File: src/rtl/div_issue_ctrl.sv
// ----------------------------------------------------------------------------
// div_issue_ctrl
//   EX-stage controller in front of the multi-cycle divider. It accepts a
//   DIV/DIVU from EX, latches the operands, drives the divider start/annul
//   handshake, stalls the pipeline while the divide is in flight, and returns
//   {HI=remainder, LO=quotient} as a one-cycle HI/LO write. It also handles
//   flush, divide-by-zero and divider timeout.
//
// Ports
//   clk            : rising-edge clock
//   rst            : asynchronous reset, active low
//   op_valid_i     : EX holds a divide op this cycle
//   op_signed_i    : 1 = DIV (signed), 0 = DIVU
//   op_a_i/op_b_i  : dividend / divisor from EX
//   flush_i        : pipeline flush, kills the current op
//   div_result_i   : divider result {remainder, quotient}
//   div_ready_i    : divider result valid (registered on the divider side)
//   div_start_o    : divider start, held high until the result is taken
//   div_annul_o    : divider abort pulse
//   div_signed_o   : latched signedness
//   div_opdata1_o  : latched dividend, stable for the whole op
//   div_opdata2_o  : latched divisor, stable for the whole op
//   stallreq_o     : stall request to pipeline control (combinational)
//   whilo_o        : HI/LO write enable, one-cycle pulse
//   hi_o / lo_o    : remainder / quotient
//   dbz_o          : high with whilo_o when the divisor was zero
//   err_o          : one-cycle pulse on timeout abort
//   state_dbg_o    : current FSM state (0 IDLE, 1 WAIT, 2 DONE, 3 RECOVER)
//
// Handshake with the divider: div_start_o acts as "request valid" and stays
// high for the whole of WAIT; the divider answers with div_ready_i, which the
// controller consumes in the cycle it is seen (moving to DONE, where
// div_start_o drops so the divider is released). div_annul_o withdraws the
// request in the same cycle div_start_o falls because of flush or timeout.
// ----------------------------------------------------------------------------
module div_issue_ctrl #(
    parameter int unsigned TIMEOUT_CYC = 64,
    parameter int unsigned RECOVER_CYC = 2
) (
    input  logic        clk,
    input  logic        rst,
    input  logic        op_valid_i,
    input  logic        op_signed_i,
    input  logic [31:0] op_a_i,
    input  logic [31:0] op_b_i,
    input  logic        flush_i,
    input  logic [63:0] div_result_i,
    input  logic        div_ready_i,
    output logic        div_start_o,
    output logic        div_annul_o,
    output logic        div_signed_o,
    output logic [31:0] div_opdata1_o,
    output logic [31:0] div_opdata2_o,
    output logic        stallreq_o,
    output logic        whilo_o,
    output logic [31:0] hi_o,
    output logic [31:0] lo_o,
    output logic        dbz_o,
    output logic        err_o,
    output logic [1:0]  state_dbg_o
);

    localparam int CW = $clog2(TIMEOUT_CYC + 1);
    localparam int RW = $clog2(RECOVER_CYC + 1);

    typedef enum logic [1:0] {
        S_IDLE    = 2'd0,
        S_WAIT    = 2'd1,
        S_DONE    = 2'd2,
        S_RECOVER = 2'd3
    } state_e;

    state_e          state_q, state_d;
    logic [CW-1:0]   cnt_q, cnt_d;
    logic [RW-1:0]   rcnt_q, rcnt_d;
    logic            signed_q;
    logic [31:0]     opa_q, opb_q;
    logic            dbz_q;
    logic [31:0]     hi_q, lo_q;

    // Event decode. Inside WAIT the priority is flush, then ready, then timeout.
    logic issue, in_wait, wait_flush, wait_done, wait_tmo, rec_last;

    assign issue      = (state_q == S_IDLE) && op_valid_i && !flush_i;
    assign in_wait    = (state_q == S_WAIT);
    assign wait_flush = in_wait && flush_i;
    assign wait_done  = in_wait && !flush_i && div_ready_i;
    assign wait_tmo   = in_wait && !flush_i && !div_ready_i
                        && (cnt_q == CW'(TIMEOUT_CYC - 1));
    assign rec_last   = (rcnt_q == RW'(RECOVER_CYC - 1));

    // ---------------- state register ----------------
    always_ff @(posedge clk or negedge rst) begin
        if (!rst) begin
            state_q <= S_IDLE;
            cnt_q   <= '0;
            rcnt_q  <= '0;
        end else begin
            state_q <= state_d;
            cnt_q   <= cnt_d;
            rcnt_q  <= rcnt_d;
        end
    end

    // ---------------- next-state logic ----------------
    always_comb begin
        state_d = state_q;
        // Counters restart from zero whenever their state is entered.
        cnt_d   = in_wait ? cnt_q + CW'(1) : '0;
        rcnt_d  = (state_q == S_RECOVER) ? rcnt_q + RW'(1) : '0;
        unique case (state_q)
            S_IDLE: begin
                if (issue) state_d = S_WAIT;
            end
            S_WAIT: begin
                if (wait_flush || wait_tmo) state_d = S_RECOVER;
                else if (wait_done)         state_d = S_DONE;
            end
            S_DONE: begin
                state_d = S_IDLE;
            end
            S_RECOVER: begin
                if (rec_last) state_d = S_IDLE;
            end
            default: state_d = S_IDLE;
        endcase
    end

    // ---------------- operand / result datapath ----------------
    // Operands are sampled only on issue; EX may change op_*_i during WAIT.
    always_ff @(posedge clk or negedge rst) begin
        if (!rst) begin
            signed_q <= 1'b0;
            opa_q    <= '0;
            opb_q    <= '0;
            dbz_q    <= 1'b0;
            hi_q     <= '0;
            lo_q     <= '0;
        end else begin
            if (issue) begin
                signed_q <= op_signed_i;
                opa_q    <= op_a_i;
                opb_q    <= op_b_i;
                dbz_q    <= (op_b_i == 32'd0);
            end
            if (wait_done) begin
                // A zero divisor always writes (0,0), whatever the divider returns.
                hi_q <= dbz_q ? 32'd0 : div_result_i[63:32];
                lo_q <= dbz_q ? 32'd0 : div_result_i[31:0];
            end
        end
    end

    // ---------------- outputs ----------------
    always_comb begin
        div_start_o = in_wait && !wait_flush && !wait_tmo;
        div_annul_o = wait_flush || wait_tmo;
        err_o       = wait_tmo;
        whilo_o     = (state_q == S_DONE) && !flush_i;
        dbz_o       = (state_q == S_DONE) && !flush_i && dbz_q;
        // Low in DONE so the pipeline advances together with the HI/LO write.
        stallreq_o  = issue || in_wait || ((state_q == S_RECOVER) && op_valid_i);
    end

    assign div_signed_o  = signed_q;
    assign div_opdata1_o = opa_q;
    assign div_opdata2_o = opb_q;
    assign hi_o          = hi_q;
    assign lo_o          = lo_q;
    assign state_dbg_o   = state_q;

endmodule

File: config.mk
export PLATFORM = sky130hd
export DESIGN_NAME = div_issue_ctrl
export DESIGN_NICKNAME = d
export VERILOG_FILES = /design/src/rtl/div_issue_ctrl.sv
export SDC_FILE = /design/constraint.sdc
export NUM_CORES = 1
export LEC_CHECK = 0
export CAP_MARGIN = 15
export CORE_MARGIN = 5
export CORE_UTILIZATION = 41
export CTS_CLUSTER_DIAMETER = 150
export DETAILED_ROUTE_END_ITERATION = 10
export PLACE_DENSITY = 0.86
export SLEW_MARGIN = 20
export SYNTH_ARGS = -nofsm -noshare
export SYNTH_HDL_FRONTEND = slang
export SYNTH_SLANG_ARGS = --single-unit
File: constraint.sdc
create_clock -name clk -period 2.1 [get_ports clk]
set_input_delay 0.42 -clock clk [delete_from_list [all_inputs] [get_ports clk]]
set_output_delay 0.42 -clock clk [all_outputs]
set_load 0.01 [all_outputs]
-- Yosys cells after proc, flatten, opt, wreduce, memory -nomap -nowiden
Index checks and enable logic that the tools add are counted.
- register bits: 141
- input port bits: 134
- output and inout port bits: 137
- word-level logic and storage cells: 50
- $add $sub $neg: 2
- eq/ne operators: 8
- mux-type cells: 9
- reduce and logical (&&, ||, !) cells: 22
- operators with widths (operator ; number):
    32-bit 2-to-1 mux ; 2
    32-bit zero test ; 1
    1-bit logical AND ; 12
    2-bit 2-to-1 mux ; 5
    2-bit case mux with 4 select lines ; 1
    7-bit by 1-bit adder with 7-bit output (second input constant) ; 1
    7-bit by 6-bit == test with 1-bit output (second input constant) ; 1
    7-bit 2-to-1 mux ; 1
    2-bit by 1-bit == test with 1-bit output (second input constant) ; 2
    2-bit == test (second input constant) ; 2
    1-bit zero test ; 4
    2-bit inequality test (second input constant) ; 2
    1-bit logical OR ; 3
    3-bit by 2-bit inequality test with 1-bit output (second input constant) ; 1
    3-bit AND reduction ; 1
    2-bit by 1-bit adder with 2-bit output (second input constant) ; 1
    2-bit zero test ; 1

-- Longest topological paths before layout
- word-level depth: 7
- depth in mapped cells: 7
- gate-level depth less buffers: 5

-- Least setup slack after synthesis
No wires, ideal clock.
- path type: register -> output
- start: register cnt_q[0]
- end: output port err_o
- data arrival time: 1.395 ns
- data required time: 1.680 ns
- path slack: 0.285 ns
- cell stages (with the launch flop): 5
- path buffers: 0
- cell sequence: dfrtp_1 ha_1 nand3_1 or3_1 nor4_1
- word-level cells in the longest chain between the ends: 2
- ends and longest elaborated chain (item ; line ; RTL):
    start, declared ; 74 ; logic [CW-1:0] cnt_q, cnt_d;
    start signal, assigned ; 100 ; cnt_q <= cnt_d;
    7-bit by 6-bit == test with 1-bit output ; 89 ; && (cnt_q == CW'(TIMEOUT_CYC - 1));
    1-bit logical AND ; 89 ;
    end, declared ; 59 ; output logic err_o,
No other way between the ends.

-- Worst setup path after layout
Same ends and word-level chain as after synthesis.

==> impl_metrics.ini <==
[status]
status = finished with violations
failed_checks = negative setup slack

[sta]
finalCriticalPeriod_ns = 2.13
worstMarginPinSlew_ns = 0.530
finalClockSkew_ns = 0.00642
setup-violations-final = 1
slew_viol_final = 0
hold_viol = 0
timing.fmax_mhz = 469
rsz0062_at_grt = true
max_slew_margin_pct = 64.6
fin_tns_setup_ns = -0.0332
layout_setup_ws_ns = -0.0332
fin_crit_sh_pct = 102

[worst_hold_path]
hold_path.class = reg -> reg
hold_start = rcnt_q[0]$_DFF_PN0_
holdPathEnd = rcnt_q[0]$_DFF_PN0_
hold_path_depth = 1

[placement]
placedInstanceArea_um2 = 8860
dp_hpwl_um = 12700
pre_cts_ws_ns = -0.276
port_buffers = 270
finalWeightedCongestion = 0.806

[run]
cap_violations = 0

[cells_and_area]
final_util_pct = 68.4
fillCellCount = 1056
syn2layout_area_growth_pct = 63.9
layout-drive-gt1-share_pct = 8.34
design_area_um2 = 9490
num_antenna_cells = 0
fin_nets = 1047

[synth]
synth-main-ff-cell = dfrtp_1
muxShareOfSynthArea_pct = 0
synth_common_cells = nand2_1, dfrtp_1, o21ai_0, nand2b_1, clkbuf_1
ys_top_cells_by_area = dfrtp_1, nand2_1, nand2b_1
netlist_instances = 631
synth-compound-area-share_pct = 6.89
ys_ff_latch = 141
synth.top_cell.area_share_pct = 60.9
ys_warn_count = 0
synth_top_family_by_area = simple AND/OR/NAND/NOR gates
syn_area_um2 = 5790
synth_async_sr_flop_share_pct = 100
synth_cell_types = 29
synth_nets = 767
syn_area_per_cell_um2 = 9.18
synth_most_common_cell = nand2_1
synth-simple-area-share_pct = 27.8
yosysTopAreaCell = dfrtp_1
yosysSeqAreaShare_pct = 60.9
synth_adder_area_share_pct = 0.432
synth_xor_area_share_pct = 0.454
synth_edf_count = 0

[worst_setup_path]
critPathLaunchType = flop
reg2reg_depth = 5
path_class = reg -> out
r2r_end = div_opdata1_o[27]$_DFFE_PN0P_
critPathMaxFanout = 2
regToRegSetupSlack_ns = 0.23
worstReg2RegStart = state_dbg_o[1]$_DFFE_PN0P_
cp.arrival_ns = 1.71
cp-startpoint = cnt_q[0]$_DFF_PN0_
end_kind = primary output
required_ns = 1.68

[cts]
clk_latency_ns = 0.41
cts_sinks = 141
clockBufferDepth = 2
cts-root-buf = clkbuf_16
path_clk_slew_ns = 0.05
htree_levels = 4
cts_made_buffers = 17
cts_tree = built

[power]
p_leak_uw = 0.00443
p_sw_share_pct = 32.3
power_density_nw_per_um2 = 1360
pwr-share-comb_pct = 41.2
ir_drop_mv = 0.740
internal-power_uw = 8710
power_frac_seq_pct = 36.3
switchingPower_uw = 4160
p_clk_share_pct = 22.5

[grt]
grt_max_degree = 73
grt_usage_pct = 20.7
grt_overflow_total = 0
antenna_found_initial = 0
grt_pass1_vias = 5472
grt_pass1_wl_um = 27000

[floorplan]
core_area_um2 = 13900
io_pins = 271
rows = 43
die_area_um2 = 16600
dieHeight_um = 129
dieWidth_um = 129
initial_core_util_pct = 41.7

[drt]
finalWirelength_um = 17300
firstDrtPassIters = 4
routedWlPerCell_um = 15.7
detail-route-antenna-nets = 0
via_per_inst = 4.79
dr_total_vias = 5284
drtIter0Drc = 233
drcViolationCount = 0
critical path: stages (launching register included):
cell,delay [ns]
dfrtp_1,0.35
ha_2,0.20
nand3_2,0.09
or3_4,0.37
nor4_4,0.13
buf_2,0.17
state kept, by name, summed over array words and instances (netlist names):
| register | cells |
|---|---|
| div_opdata2_o | 32 |
| hi_o | 32 |
| dbz_q | 1 |
| div_signed_o | 1 |
| rcnt_q | 2 |
| div_opdata1_o | 32 |
| state_dbg_o | 2 |
| cnt_q | 7 |
| lo_o | 32 |
through the flow:
| stage | total power [µW] | instances | hold WS [ns] |
|---|---|---|---|
| after floorplan | 6550 | 631 | 0.124 |
| after global placement | 9830 | 1070 | 0.420 |
| after detailed placement | 10000 | 1070 | 0.424 |
| after CTS | 13000 | 1102 | 0.464 |
| after global routing | 13700 | 1103 | 0.467 |
| final | 12900 | 1103 | 0.454 |
power groups by stage:
stage / sequential [µW] / combinational, µW / clock, µW
2_1_floorplan: 5230 / 1330 / 0
3_3_place_gp: 4640 / 5190 / 0
3_5_place_dp: 4700 / 5340 / 0
4_1_cts: 4680 / 5370 / 2960
5_1_grt: 4860 / 5780 / 3060
6_report: 4680 / 5300 / 2890
worst max-delay path by stage:
stage	end	slack, ns	depth (start not counted)
2_1_floorplan	err_o	0.29	4
3_3_place_gp	div_annul_o	-0.22	4
3_5_place_dp	div_annul_o	-0.28	4
4_1_cts	err_o	-0.06	5
5_1_grt	err_o	-0.16	5
6_report	err_o	-0.03	5
cell usage in the layout, fill, tap and decap left out, drive strengths merged, types with 2 or more instances in the layout:
master	n
nand2	266
clkdlybuf4s50	263
dfrtp	141
o21ai	67
nand2b	65
buf	34
clkbuf	23
nor4	10
nor2	9
a21oi	5
clkinvlp	4
nand3	4
inv	4
dlygate4sd2	3
xor2	2
nor3	2
nand4	2
or3	2
o31ai	2
ha	2
clkinv	2
cell families after synthesis:
group,count (synthesis)
AO/OA/AOI/OAI,76
adder cells (fa/ha/maj),2
buffers and inverters,43
flip-flops,141
AND/OR/NAND/NOR,366
XOR/XNOR,3
final cells by class:
cell class	instances	area [µm²]	share of cell area [%]
clock buffer	23	498	5.25
clock inverter	8	82.6	0.870
inverter	3	11.3	0.119
multi-input combinational	447	2130	22.4
sequential	141	3530	37.2
tap	180	225	2.37
timing repair buffer	301	3020	31.8
routing by layer:
layer	global-route usage (%)	share of wire, %
met2	35.2	48
met5	0	0
met3	9.17	12
met4	6.73	1.6
met1	23.4	38
timing repair:
item	CTS	global route
buffers inserted	0	1
cloned	0	0
gates resized for setup	23	4
hold buffers	1	0
endpoints found under the setup margin	6	3
pin swaps	0	1
hold endpoints to repair	50	0
No activity file was read; power rests on OpenSTA's default activity.
